File: src/rtl/jtgng_romrq_arb.sv
// N-channel ROM request arbiter: one-entry cache per channel, misses serialised onto a single
// SDRAM read port with round-robin or fixed-priority grant.
module jtgng_romrq_arb #(
  parameter int unsigned CH   = 5,
  parameter int unsigned AW   = 22,
  parameter int unsigned DW   = 16,
  parameter int unsigned PRIO = 0
) (
  input  logic             clk,
  input  logic             rst_n,
  input  logic             flush,
  input  logic [CH-1:0]    req_cs,
  input  logic [CH*AW-1:0] req_addr,
  output logic [CH-1:0]    req_ok,
  output logic [CH*DW-1:0] req_data,
  output logic             sdram_req,
  output logic [AW-1:0]    sdram_addr,
  input  logic             sdram_ack,
  input  logic             sdram_rdy,
  input  logic [DW-1:0]    sdram_din,
  output logic             busy
);

  localparam int unsigned PW = $clog2(CH);

  typedef enum logic [1:0] {StIdle, StWaitAck, StWaitData} state_e;

  state_e          r_state, w_state_d;
  logic [CH-1:0]   r_valid, w_valid_d;
  logic [AW-1:0]   r_last_addr [CH];
  logic [DW-1:0]   r_data [CH];
  logic [PW-1:0]   r_rr, w_rr_d;
  logic [PW-1:0]   r_gsel, w_gsel_d;
  logic            r_sdram_req, w_sdram_req_d;
  logic [AW-1:0]   r_sdram_addr, w_sdram_addr_d;
  logic            r_flush_pend, w_flush_pend_d;

  logic [AW-1:0]   w_addr [CH];
  logic [CH-1:0]   w_pend;
  logic [PW-1:0]   w_grant;
  logic [PW:0]     w_idx;
  logic            w_found;
  logic            w_fill;

  always_comb begin
    req_ok   = '0;
    req_data = '0;
    for (int i = 0; i < int'(CH); i++) begin
      w_addr[i] = req_addr[i*AW +: AW];
      req_ok[i] = req_cs[i] & r_valid[i] & (w_addr[i] == r_last_addr[i]);
      req_data[i*DW +: DW] = r_data[i];
    end
  end

  assign w_pend = req_cs & ~req_ok;

  always_comb begin
    w_grant = '0;
    w_found = 1'b0;
    w_idx   = '0;
    if (PRIO != 0) begin
      for (int i = int'(CH) - 1; i >= 0; i--) begin
        if (w_pend[i]) w_grant = PW'(i);
      end
    end else begin
      // Scan from the rr pointer, wrapping explicitly at CH-1.
      for (int k = 0; k < int'(CH); k++) begin
        w_idx = {1'b0, r_rr} + (PW+1)'(k);
        if (w_idx >= (PW+1)'(CH)) w_idx = w_idx - (PW+1)'(CH);
        if (!w_found && w_pend[w_idx[PW-1:0]]) begin
          w_grant = w_idx[PW-1:0];
          w_found = 1'b1;
        end
      end
    end
  end

  always_comb begin
    w_state_d      = r_state;
    w_valid_d      = r_valid;
    w_rr_d         = r_rr;
    w_gsel_d       = r_gsel;
    w_sdram_req_d  = r_sdram_req;
    w_sdram_addr_d = r_sdram_addr;
    w_flush_pend_d = r_flush_pend;
    w_fill         = 1'b0;
    if (flush) w_valid_d = '0;
    unique case (r_state)
      StIdle: begin
        if (|w_pend) begin
          w_state_d      = StWaitAck;
          w_gsel_d       = w_grant;
          w_sdram_addr_d = w_addr[w_grant];
          w_sdram_req_d  = 1'b1;
          if (PRIO == 0) w_rr_d = (w_grant == PW'(CH - 1)) ? '0 : w_grant + 1'b1;
        end
      end
      StWaitAck: begin
        if (flush) w_flush_pend_d = 1'b1;
        if (sdram_ack) begin
          w_sdram_req_d = 1'b0;
          if (sdram_rdy) w_fill = 1'b1;
          else w_state_d = StWaitData;
        end
      end
      StWaitData: begin
        if (flush) w_flush_pend_d = 1'b1;
        if (sdram_rdy) w_fill = 1'b1;
      end
      default: w_state_d = StIdle;
    endcase
    // Data fetched across a flush is kept but never marked valid.
    if (w_fill) begin
      w_state_d         = StIdle;
      w_flush_pend_d    = 1'b0;
      w_valid_d[r_gsel] = ~(flush | r_flush_pend);
    end
  end

  always_ff @(posedge clk or negedge rst_n) begin
    if (!rst_n) begin
      r_state      <= StIdle;
      r_valid      <= '0;
      r_rr         <= '0;
      r_gsel       <= '0;
      r_sdram_req  <= 1'b0;
      r_sdram_addr <= '0;
      r_flush_pend <= 1'b0;
      for (int i = 0; i < int'(CH); i++) begin
        r_last_addr[i] <= '0;
        r_data[i]      <= '0;
      end
    end else begin
      r_state      <= w_state_d;
      r_valid      <= w_valid_d;
      r_rr         <= w_rr_d;
      r_gsel       <= w_gsel_d;
      r_sdram_req  <= w_sdram_req_d;
      r_sdram_addr <= w_sdram_addr_d;
      r_flush_pend <= w_flush_pend_d;
      if (w_fill) begin
        r_data[r_gsel]      <= sdram_din;
        r_last_addr[r_gsel] <= r_sdram_addr;
      end
    end
  end

  assign sdram_req  = r_sdram_req;
  assign sdram_addr = r_sdram_addr;
  assign busy       = (r_state != StIdle);

endmodule

File: config.mk
export PLATFORM = sky130hd
export DESIGN_NAME = jtgng_romrq_arb
export DESIGN_NICKNAME = d
export VERILOG_FILES = /design/src/rtl/jtgng_romrq_arb.sv
export SDC_FILE = /design/constraint.sdc
export NUM_CORES = 1
export LEC_CHECK = 0
export ABC_AREA = 1
export BUFFER_PORTS_ARGS = -buffer_cell sky130_fd_sc_hd__buf_2
export CORE_MARGIN = 10
export CORE_UTILIZATION = 55
export CTS_BUF_LIST = sky130_fd_sc_hd__clkbuf_16
export CTS_CLUSTER_DIAMETER = 120
export DETAILED_ROUTE_END_ITERATION = 10
export PLACE_DENSITY = 0.79
export SETUP_SLACK_MARGIN = 0.5
export SYNTH_ARGS = -nofsm -noshare
export SYNTH_HDL_FRONTEND = slang
export SYNTH_SLANG_ARGS = --single-unit
File: constraint.sdc
create_clock -name clk -period 9.05 [get_ports clk]
set_input_delay 0.905 -clock clk [delete_from_list [all_inputs] [get_ports clk]]
set_output_delay 0.905 -clock clk [all_outputs]
set_load 0.01 [all_outputs]
==> out/qor.txt <==
post_cts resized = 0
ys flop type = dfrtp_1
FFs w/ async S/R, synth = 100%
worst r2r dst = r_rr[2]$_DFFE_PN0P_
Core Box Area = 23400 µm²
post-CTS setup buffer count = 0
Root Buffer = clkbuf_16
Synth Net Count = 2024
Detail Route Antenna Nets = 0
status = complete, no violations
CTS Sinks = 227
H-tree lvl count = 1
GPL Wtd Cong = 0.997
Slew @ Worst Pin = 1.10 ns
Vias/cell = 5.53
Post-synth EDFFs = 0
startpoint of the worst register-to-register path = r_rr[0]$_DFFE_PN0P_
# setup viols final = 0
IO Count = 245
Worst setup EP type = flip-flop
flops & latches, synth = 227
cts bufs inserted = 26
Final Hold Viols = 0
CTS tree = built
fraction of layout cells with a size suffix above 1 = 15.3%
most common cell in the netlist = nand2_1
synth cell count leaders = nand2_1 (646), inv_1 (292), o21ai_0 (240)
vias = 13400
dpl cells = 2378
first-pass GRT wire length = 74400 µm
fin crit share = 63.0%
CP required = 9.53 ns
mapped cell area = 13000 µm²
CP startpoint kind = flip-flop
initial core utilization = 55.7%
final worst slack = 3.35 ns
Layout Area Growth over Synthesis = 17.3%
WP data arrival = 6.18 ns
RSZ-0062 raised after global routing = false
Yosys top cell by area = dfrtp_1
VDD IR max = 0.482 mV
final wirelength = 48800 µm
die height = 174 µm
share of the yosys chip area belonging to registers = 43.6%
Pwr Density = 493 nW/µm²
Fmax = 176 MHz
Synth cell types = 42
Total Routing Usage GR = 31.1%
Clock Path Buffers = 3
Relative slew margins = 26.7%
Min Clock Period, post-route = 5.70 ns
Worst Reg-to-Reg Cells = 23
Synth area leaders = dfrtp_1 (44%), nand2_1 (19%), o21ai_0 (9.2%)
CP Max Fanout = 47
Final HPWL DP = 36900 µm
Max-Cap Viols = 0
Yosys top cell area share = 43.6%
CTS hold repair buffers = 0
Syn Area/Cell = 6.96 µm²
latest clock arrival within the worst-skew pair = 0.55 ns
clock-pin slew on the worst setup and hold paths = 0.07 ns
TNS Setup = 0 ns
GRT overflow = 0
Register Area = 5680 µm²
Place WS = 3.54 ns
Mapped Cells = 1874
clk_skew = 0.0198 ns
R2R setup slack = 3.35 ns
Ys Warns = 0
Min Hold Slack = 0.365 ns
Layout fillers = 2185
die area = 30300 µm²
die width = 174 µm
final std cells w/o fill = 2425
critical path type = flip-flop to flip-flop
drt pass-1 iters = 6
Lkg Pwr = 8.32 nW
antenna violations before repair = 4
multi-input gate area in the final layout = 5940 µm²
Slew Viols, Final = 0
drc violations = 0
row cnt = 56
per-cell routed wire length = 20.1 µm
IO buf count = 244
Nets = 2237
drt initial violations = 1444
largest net degree at the start of global routing = 101
total power = 7.54 mW
number of global-route vias before repair = 13000
Hold WC Path Type = input port to asynchronous set/reset pin
-- state kept, by name (all words and copies together), names as in the netlist --
register / flops
sdram_addr: 22
r_flush_pend: 1
r_last_addr: 110
r_rr: 3
r_state: 2
req_data: 80
r_valid: 5
sdram_req: 1
r_gsel: 3
-- stage by stage --
| step | utilization, % | cell area, µm² |
|---|---|---|
| floorplan | - | 13000 |
| global placement | 61.7 | 14400 |
| detailed placement | 61.7 | 14400 |
| CTS | 65.3 | 15300 |
| global route | 65.3 | 15300 |
| finish | 65.3 | 15300 |
-- layout by cell type, fill, tap and decap left out, types with 2 or more instances in the layout --
master,Yosys,final
clkinvlp_4,0,2
bufinv_16,0,3
diode_2,0,2
nor2_2,4,4
inv_1,292,294
ha_1,13,13
xor2_2,2,2
clkinv_2,0,3
nand4_1,74,74
clkinv_1,0,8
o211ai_1,3,3
o21ai_1,6,6
buf_2,13,243
o21ai_0,240,240
nand2_1,646,643
nand4_2,2,2
xnor2_1,12,12
and3_1,3,3
nor4_1,9,9
clkbuf_16,0,26
nor2_1,97,97
dfrtp_1,227,227
nand2_2,2,5
buf_4,1,12
inv_2,2,2
o21ai_2,2,2
a21oi_1,9,9
nor4b_1,3,3
nand3_1,122,122
xor2_1,6,6
nand3_2,3,3
or2_2,5,5
nor3_1,3,3
o2111ai_1,5,5
-- metal layers --
metal  wire, µm  up-vias  global-route usage, %  share of wire, %
li1           -     6341                      -                 -
met1      19800     6248                   40.1                41
met2      21600      677                   48.0                44
met3       4850      133                   7.97               9.9
met4       2580        2                   14.9               5.3
met5         13        -                      0             0.027
-- how the worst max path moves through the flow --
stage,start,cells after the start,to,slack (ns)
floorplan,r_rr[0]$_DFFE_PN0P_,25,r_rr[2]$_DFFE_PN0P_,5.59
global placement,r_rr[0]$_DFFE_PN0P_,23,r_rr[2]$_DFFE_PN0P_,3.65
detailed placement,req_addr[37],22,r_rr[2]$_DFFE_PN0P_,3.54
CTS,r_rr[0]$_DFFE_PN0P_,23,r_rr[2]$_DFFE_PN0P_,3.48
global route,r_rr[0]$_DFFE_PN0P_,23,r_rr[2]$_DFFE_PN0P_,2.87
finish,r_rr[0]$_DFFE_PN0P_,23,r_rr[2]$_DFFE_PN0P_,3.35
-- logic make-up (layout without fill, tap and decap cells) --
logic type | Yosys count | count (layout) | synth area share, %
simple gates | 976 | 976 | 31.7
buf+inv | 365 | 595 | 10.9
compound gates | 272 | 272 | 11.0
flops | 227 | 227 | 43.6
xor+xnor | 20 | 20 | 1.46
fa+ha+maj | 14 | 14 | 1.40
other cells | 0 | 2 | 0
-- cell type report --
class	instances	share of cell area (%)
Antenna cell	2	0.0327
Clock buffer	26	4.25
Timing Repair Buffer	256	8.64
Clock inverter	19	1.23
Inverter	294	7.22
Tap cell	319	2.61
Sequential cell	227	37.1
Multi-Input combinational cell	1282	38.9
-- critical path, stage by stage, from the launching register on --
cell and delay [ns]:
dfrtp_1 0.74, inv_1 0.23, ha_1 0.27, inv_1 0.07
fa_1 0.21, nor2_1 0.07, nor2_1 0.22, nand2_1 0.08
o21ai_1 0.22, nor2_1 0.14, nand3_1 0.10, nand2_1 0.06
inv_1 0.04, nand2_1 0.04, nand2_1 0.06, nand2_1 0.11
nand3_1 0.16, nand3_1 0.12, nand2_2 0.68, nand3_2 1.05
ha_1 0.59, o21ai_0 0.16, o211ai_1 0.11, nand2_1 0.08
-- power by group --
group          total, mW  switching, mW  internal [mW]
clock network       1.04          0.436          0.607
registers           1.74          0.307           1.43
logic               4.76           3.35           1.41
total               7.54           4.10           3.45
Note: power is estimated with default switching activity, not from simulation.
